==> src/rtl/timer_entry_loader.sv <==
// MM:SS entry controller: collects keypad digits, loads them into the BCD
// down-counter chain, paces the count enable and halts the countdown at 00:00.
module timer_entry_loader #(
  parameter int unsigned TICK_DIV = 50_000_000
) (
  input  logic       clock,
  input  logic       clearn,
  input  logic       key_valid,
  input  logic [3:0] key_code,
  input  logic       start,
  input  logic       stop,
  input  logic       zero,
  output logic [3:0] d_min_tens,
  output logic [3:0] d_min_ones,
  output logic [3:0] d_sec_tens,
  output logic [3:0] d_sec_ones,
  output logic       loadn,
  output logic       en,
  output logic       running,
  output logic       done,
  output logic       err
);

  localparam int unsigned TW = (TICK_DIV > 1) ? $clog2(TICK_DIV) : 1;
  localparam logic [TW-1:0] TICK_LAST = TW'(TICK_DIV - 1);

  typedef enum logic [2:0] {
    S_IDLE,
    S_LOAD,
    S_RUN,
    S_PAUSE,
    S_DONE
  } state_t;

  state_t        r_state;
  state_t        w_next;
  logic [3:0]    r_mt, r_mo, r_st, r_so;
  logic [2:0]    r_nkeys;
  logic [TW-1:0] r_tick;
  logic          r_running, r_done, r_err;

  logic w_shift, w_clear, w_reject, w_all_zero, w_key_ok, w_tick_last;

  assign w_all_zero  = (r_mt == 4'd0) && (r_mo == 4'd0) && (r_st == 4'd0) && (r_so == 4'd0);
  assign w_key_ok    = key_valid && (key_code <= 4'd9) && (r_nkeys < 3'd4);
  assign w_tick_last = (r_tick == TICK_LAST);

  // Priority stop > zero > start > key_valid; in IDLE a stop masks start/key.
  always_comb begin
    w_next   = r_state;
    w_shift  = 1'b0;
    w_clear  = 1'b0;
    w_reject = 1'b0;
    case (r_state)
      S_IDLE: begin
        if (stop) begin
          w_next = S_IDLE;
        end else if (start) begin
          if (!w_all_zero) begin
            if (r_st > 4'd5) begin
              w_reject = 1'b1;
              w_clear  = 1'b1;
            end else begin
              w_next = S_LOAD;
            end
          end
        end else if (w_key_ok) begin
          w_shift = 1'b1;
        end
      end
      S_LOAD: w_next = S_RUN;
      S_RUN: begin
        if (stop) begin
          w_next = S_PAUSE;
        end else if (zero) begin
          w_next = S_DONE;
        end
      end
      S_PAUSE: begin
        if (stop) begin
          w_next  = S_IDLE;
          w_clear = 1'b1;
        end else if (start) begin
          w_next = S_RUN;
        end
      end
      S_DONE: begin
        if (start || stop || key_valid) begin
          w_next  = S_IDLE;
          w_clear = 1'b1;
        end
      end
      default: w_next = S_IDLE;
    endcase
  end

  always_ff @(posedge clock) begin
    if (!clearn) begin
      r_state   <= S_IDLE;
      r_running <= 1'b0;
      r_done    <= 1'b0;
      r_err     <= 1'b0;
    end else begin
      r_state   <= w_next;
      r_running <= (w_next == S_RUN);
      r_done    <= (w_next == S_DONE);
      r_err     <= w_reject;
    end
  end

  always_ff @(posedge clock) begin
    if (!clearn || w_clear) begin
      r_mt    <= '0;
      r_mo    <= '0;
      r_st    <= '0;
      r_so    <= '0;
      r_nkeys <= '0;
    end else if (w_shift) begin
      r_mt    <= r_mo;
      r_mo    <= r_st;
      r_st    <= r_so;
      r_so    <= key_code;
      r_nkeys <= r_nkeys + 3'd1;
    end
  end

  // Tick holds while stopping so a resumed run finishes the partial period.
  always_ff @(posedge clock) begin
    if (!clearn || (r_state == S_LOAD)) begin
      r_tick <= '0;
    end else if ((r_state == S_RUN) && !stop && !zero) begin
      r_tick <= w_tick_last ? '0 : r_tick + TW'(1);
    end
  end

  assign d_min_tens = r_mt;
  assign d_min_ones = r_mo;
  assign d_sec_tens = r_st;
  assign d_sec_ones = r_so;
  assign loadn      = (r_state != S_LOAD);
  assign en         = (r_state == S_RUN) && w_tick_last && !zero && !stop;
  assign running    = r_running;
  assign done       = r_done;
  assign err        = r_err;

endmodule

==> config.mk <==
export PLATFORM = sky130hd
export DESIGN_NAME = timer_entry_loader
export DESIGN_NICKNAME = d
export VERILOG_FILES = /design/src/rtl/timer_entry_loader.sv
export SDC_FILE = /design/constraint.sdc
export NUM_CORES = 1
export LEC_CHECK = 0
export CAP_MARGIN = 40
export CORE_UTILIZATION = 25
export DETAILED_ROUTE_END_ITERATION = 8
export PLACE_DENSITY_LB_ADDON = 0.25
export REMOVE_ABC_BUFFERS = 1
export SYNTH_ARGS = -nofsm -noshare
export SYNTH_HDL_FRONTEND = slang
export SYNTH_SLANG_ARGS = --single-unit
==> constraint.sdc <==
create_clock -name clock -period 4.2 [get_ports clock]
set_input_delay 0.63 -clock clock [delete_from_list [all_inputs] [get_ports clock]]
set_output_delay 0.63 -clock clock [all_outputs]
set_load 0.005 [all_outputs]
**Word level (Yosys, flattened, before mapping)**

Cells that the tools add are included.

- Flip-flop bits (word level): 51
- Bits of input ports: 10
- Output and inout port bits: 21
- Word-level logic and storage cells: 68

- $add $sub $neg: 2
- $lt $le $gt $ge: 3
- Equality and inequality tests: 8
- Mux-type cells: 22
- Reductions and logical operators: 23

Operators with widths:

| cell | number |
|---|---|
| 2-to-1 mux 3 bit | 9 |
| adder 26 x 1 -> 26 bit (second input constant) | 1 |
| == test 26 bit (second input constant) | 1 |
| 2-to-1 mux 26 bit | 1 |
| logical NOT 4 bit | 4 |
| one-hot mux 3 bit (5 select lines) | 1 |
| logical AND 1 bit | 10 |
| 2-to-1 mux 1 bit | 10 |
| == test 3 x 2 -> 1 bit (second input constant) | 3 |
| == test 3 bit (second input constant) | 2 |
| > comparator 4 x 3 -> 1 bit (second input constant) | 1 |
| <= comparator 4 bit (second input constant) | 1 |
| logical OR 1 bit | 4 |
| adder 3 x 1 -> 3 bit (second input constant) | 1 |
| == test 3 x 1 -> 1 bit (second input constant) | 1 |
| logical NOT 1 bit | 3 |
| logical NOT 3 bit | 1 |
| less-than comparator 3 bit (second input constant) | 1 |
| inequality test 3 x 1 -> 1 bit (second input constant) | 1 |
| one-hot mux 1 bit (3 select lines) | 1 |
| AND reduction 2 bit | 1 |

**Logic depth before layout (Yosys ltp)**

Gate-level depths: netlist of run 1.

- Depth in word-level cells: 9
- Mapped depth: 8
- Depth with buffers taken out: 6

**Worst setup path before layout of run 1**

No wires, ideal clock.

- Path kind: input to output
- Start point: input stop
- End point: output en
- Arrival: 2.066 ns
- Setup slack: 1.504 ns
- Cell stages on the path: 5
- Buffers on the path: 2
- Cell sequence: or4b_1 > buf_2 > or4_4 > buf_6 > nor2_1

- Word-level cells in the longest chain between the ends: 2

RTL lines:

| what | line | text |
|---|---|---|
| start: declaration | 11 | `input logic stop,` |
| logical NOT 1 bit | 141 | `assign en = (r_state == S_RUN) && w_tick_last && !zero && !stop;` |
| logical AND 1 bit | 141 |  |
| end: declaration | 18 | `output logic en,` |

No other way between the ends.

**Final worst setup path of run 1**

Ends and elaborated chain as after synthesis.

==> results by group, run 1 <==
Routing
  • Vias per cell: 4.860
  • Drt first pass iters: 4
  • DRT antenna net count: 0
  • Via count: 1949
  • Post-route DRC: 0
  • Mean routed wirelength per cell: 13.11 µm
  • DRT Wirelength: 5258 µm
  • Initial DRC count: 78

CTS
  • Post-CTS Repair Setup Buffers: 0
  • CTS tree: built
  • Post-cts sizing count: 0
  • Latest clock arrival within the worst-skew pair: 310 ps
  • # hold bufs at CTS: 0
  • CTS Buf Count: 5
  • Clock Pin Slew Worst Setup and Hold Paths: 80 ps
  • Maximum root-to-sink buffer count: 2
  • H-tree lvl count: 2
  • CTS Root Buffer Type: clkbuf_8
  • CTS sink cnt: 51

Die
  • Core ar.: 8891 µm²
  • Chip height: 98.82 µm
  • Chip Width: 98.82 µm
  • Starting density of the core: 26.36%
  • Rows: 34
  • DIE AREA: 9765 µm²
  • Io pins: 31

Cells and area
  • Area growth, synth to finish: 20.93%
  • Design area: 2834 µm²
  • Ant. Diodes: 0
  • Register area: 1021 µm²
  • Footprint of the multi-input gates: 1234 µm²
  • Net count, final: 304
  • Non-filler cells, final: 401
  • Layout cells sized above 1: 7.167%
  • Fillers: 921

Logic synthesis
  • Synth Instances: 264
  • Main area contributors after synthesis: dfxtp_1 (44%), nor2_1 (7.2%), mux2i_1 (6.4%)
  • Primary FF master, synth: dfxtp_1
  • Yosys reg bits: 51
  • Post-synth top area share: 43.57%
  • Post-synth EDFFs: 0
  • Asr flop ratio synth: 0%
  • Mapped cell area: 2343 µm²
  • Mapped Avg Cell Area: 8.877 µm²
  • Ys Warns: 0
  • Leading area contributor after synthesis: dfxtp_1
  • Sequential share of the synthesized area: 43.57%
  • Synth cell types: 44

Critical path
  • Worst-path maximum fanout: 9
  • Most frequent CP cell: clkdlybuf4s50_1
  • Family with the most delay on the worst path: simple AND/OR/NAND/NOR gates
  • Worst Path Buf+Inv: 2
  • Endpoint type of the worst setup path: primary output
  • Required time of the critical path: 3570 ps
  • Critical path cell sequence: clkdlybuf4s50_1 > or4b_1 > or4_4 > nor2_1 > clkdlybuf4s50_1
  • FF-to-FF Start: r_state[1]
  • Setup crit start: stop
  • Slowest-stage cell, CP: or4b_1
  • Worst setup SP type: input pin
  • Critical path type: in -> out
  • Critical path's largest stage delay: 690 ps
  • Arrival time worst endpoint: 3060 ps

Status
  • Outcome: finished, final reports clean

Place
  • Pre-CTS WS: 514.2 ps
  • Placed cells: 393
  • Dpl cell area: 2739 µm²
  • IO Port Bufs: 30
  • Hpwl dp: 3693 µm
  • Placer congestion estimate: 0.8009

STA
  • Final worst path period share: 87.89%
  • Worst relative slew slack: 53.87%
  • Final Hold Viols: 0
  • Final slew viol count: 0
  • Sum Neg Setup Slack: 0 ps
  • Finish-stage setup viols: 0
  • Post-route setup slack: 508.6 ps
  • Clock skew: 17.09 ps
  • Unrepaired setup endpoints after global routing: false
  • Min Tclk post-route: 3691 ps
  • Fmax: 0.2709 GHz
  • Worst-margin pin slew: 686.3 ps
  • Worst Hold Margin: 472.4 ps

Power
  • Peak supply drop: 0.0001291 V
  • P_leak: 1.013 nW
  • Power Density: 293.8 nW/µm²

Global route
  • Vias in the first global route: 1845
  • Antenna violations before repair: 0
  • Largest net degree at the start of global routing: 20
  • Total track usage: 11.27%
  • First-pass GRT wire length: 8963 µm
  • GRT Residual Overflow: 0

Min path
  • Worst min path class: reg -> reg
  • Min-delay src: r_nkeys[1]

Flow run
  • Max-cap violations: 0
-- worst paths after layout --
kind,to,slack [ps],cells after the start
worst max register to register,r_tick[19],1610,4
worst min register to register,r_nkeys[1],470,2
worst min-delay path,r_nkeys[1],470,2
worst max-delay path,en,510,5
-- state kept, by name, summed over array words and instances, names as in the netlist --
register    cells
d_min_tens      4
d_sec_tens      4
running         1
done            1
r_tick         26
d_sec_ones      4
r_nkeys         3
err             1
r_state         3
d_min_ones      4
-- final cells by class --
cell class | count | share of cell area (%)
timing repair buffer | 34 | 11.66
tap | 108 | 4.768
inverter | 5 | 0.6623
clock buffer | 7 | 3.046
multi-input combinational | 195 | 43.53
clock inverter | 1 | 0.3091
sequential | 51 | 36.03
-- through the flow --
stage	power, mW	util, %
2_1_floorplan	0.5192	-
3_3_place_gp	0.5436	30.81
3_5_place_dp	0.5437	30.81
4_1_cts	0.8470	31.87
5_1_grt	0.8729	31.87
6_report	0.8326	31.87
-- worst reg2reg max path, cell delays in order (launching register included) --
cell	delay [ps]
dfxtp_1	470
or4b_1	620
or4_4	650
o21bai_2	600
nor2_1	120
-- cell families (layout without fill, tap and decap cells) --
| logic type | Yosys count | in the layout | synth area share [%] |
|---|---|---|---|
| xor gates and xnor gates | 21 | 21 | 7.849 |
| muxes | 15 | 15 | 6.407 |
| and+or+nand+nor | 129 | 129 | 29.42 |
| adders and majority gates | 2 | 2 | 1.068 |
| DFF | 51 | 51 | 43.57 |
| buffers and inverters | 18 | 47 | 3.791 |
| AOI/OAI and AO/OA | 28 | 28 | 7.903 |
-- cell usage after synthesis (2+ instances only) --
cell and instances:
dfxtp_1 51, nor2_1 45, nand2_1 17, nand3_1 16, mux2i_1 15, xor2_1 12
a21oi_1 11, nor4_1 9, xnor2_1 9, clkbuf_1 8, nand4_1 7, nor3_1 7
inv_1 5, nor4b_1 5, o21ai_0 4, and3_1 3, nand4b_1 3, nor4_2 3
a311oi_1 2, and2_1 2, buf_2 2, buf_6 2, ha_1 2, nor2_2 2
or3_1 2, or4_1 2
-- layer usage --
metal / part of all wire (%) / up-vias / GRT usage, %
met3: 3.7 / 6 / 2.624
met2: 45 / 43 / 18.67
li1: - / 995 / -
met1: 50 / 905 / 14.79
met5: 0 / - / 0
met4: 0.91 / 0 / 2.755
-- power by group --
part | switching [mW] | internal [mW] | leakage, nW
logic | 0.0232 | 0.0199 | 0.554
registers | 0.00293 | 0.486 | 0.411
clock network | 0.165 | 0.135 | 0.0484
total | 0.192 | 0.641 | 1.01
-- placed cells by master (no fill, tap or decap), types with 5 or more instances in the layout --
cell              n
a21oi_1          11
clkbuf_8          6
clkdlybuf4s50_1  30
dfxtp_1          51
inv_1             5
mux2i_1          15
nand2_1          17
nand3_1          16
nand4_1           7
nor2_1           45
nor3_1            7
nor4_1            9
nor4b_1           5
xnor2_1           9
xor2_1           12
Power figures use the tool's default switching activity.
==> inputs of run 2 (changes only) <==
--- a/config.mk
+++ b/config.mk
@@ -10,6 +10,7 @@
 export DETAILED_ROUTE_END_ITERATION = 8
 export PLACE_DENSITY_LB_ADDON = 0.25
 export REMOVE_ABC_BUFFERS = 1
+export SLEW_MARGIN = 15
 export SYNTH_ARGS = -nofsm -noshare
 export SYNTH_HDL_FRONTEND = slang
 export SYNTH_SLANG_ARGS = --single-unit
==> results of run 2 <==
No change in the layout: final DEF, timing and power equal those of run 1.
==> inputs of run 3 (changes only) <==
--- a/config.mk
+++ b/config.mk
@@ -7,6 +7,7 @@
 export LEC_CHECK = 0
 export CAP_MARGIN = 40
 export CORE_UTILIZATION = 25
+export CTS_CLUSTER_DIAMETER = 200
 export DETAILED_ROUTE_END_ITERATION = 8
 export PLACE_DENSITY_LB_ADDON = 0.25
 export REMOVE_ABC_BUFFERS = 1
==> results of run 3 <==
No change in the layout: final DEF, timing and power equal those of run 1.
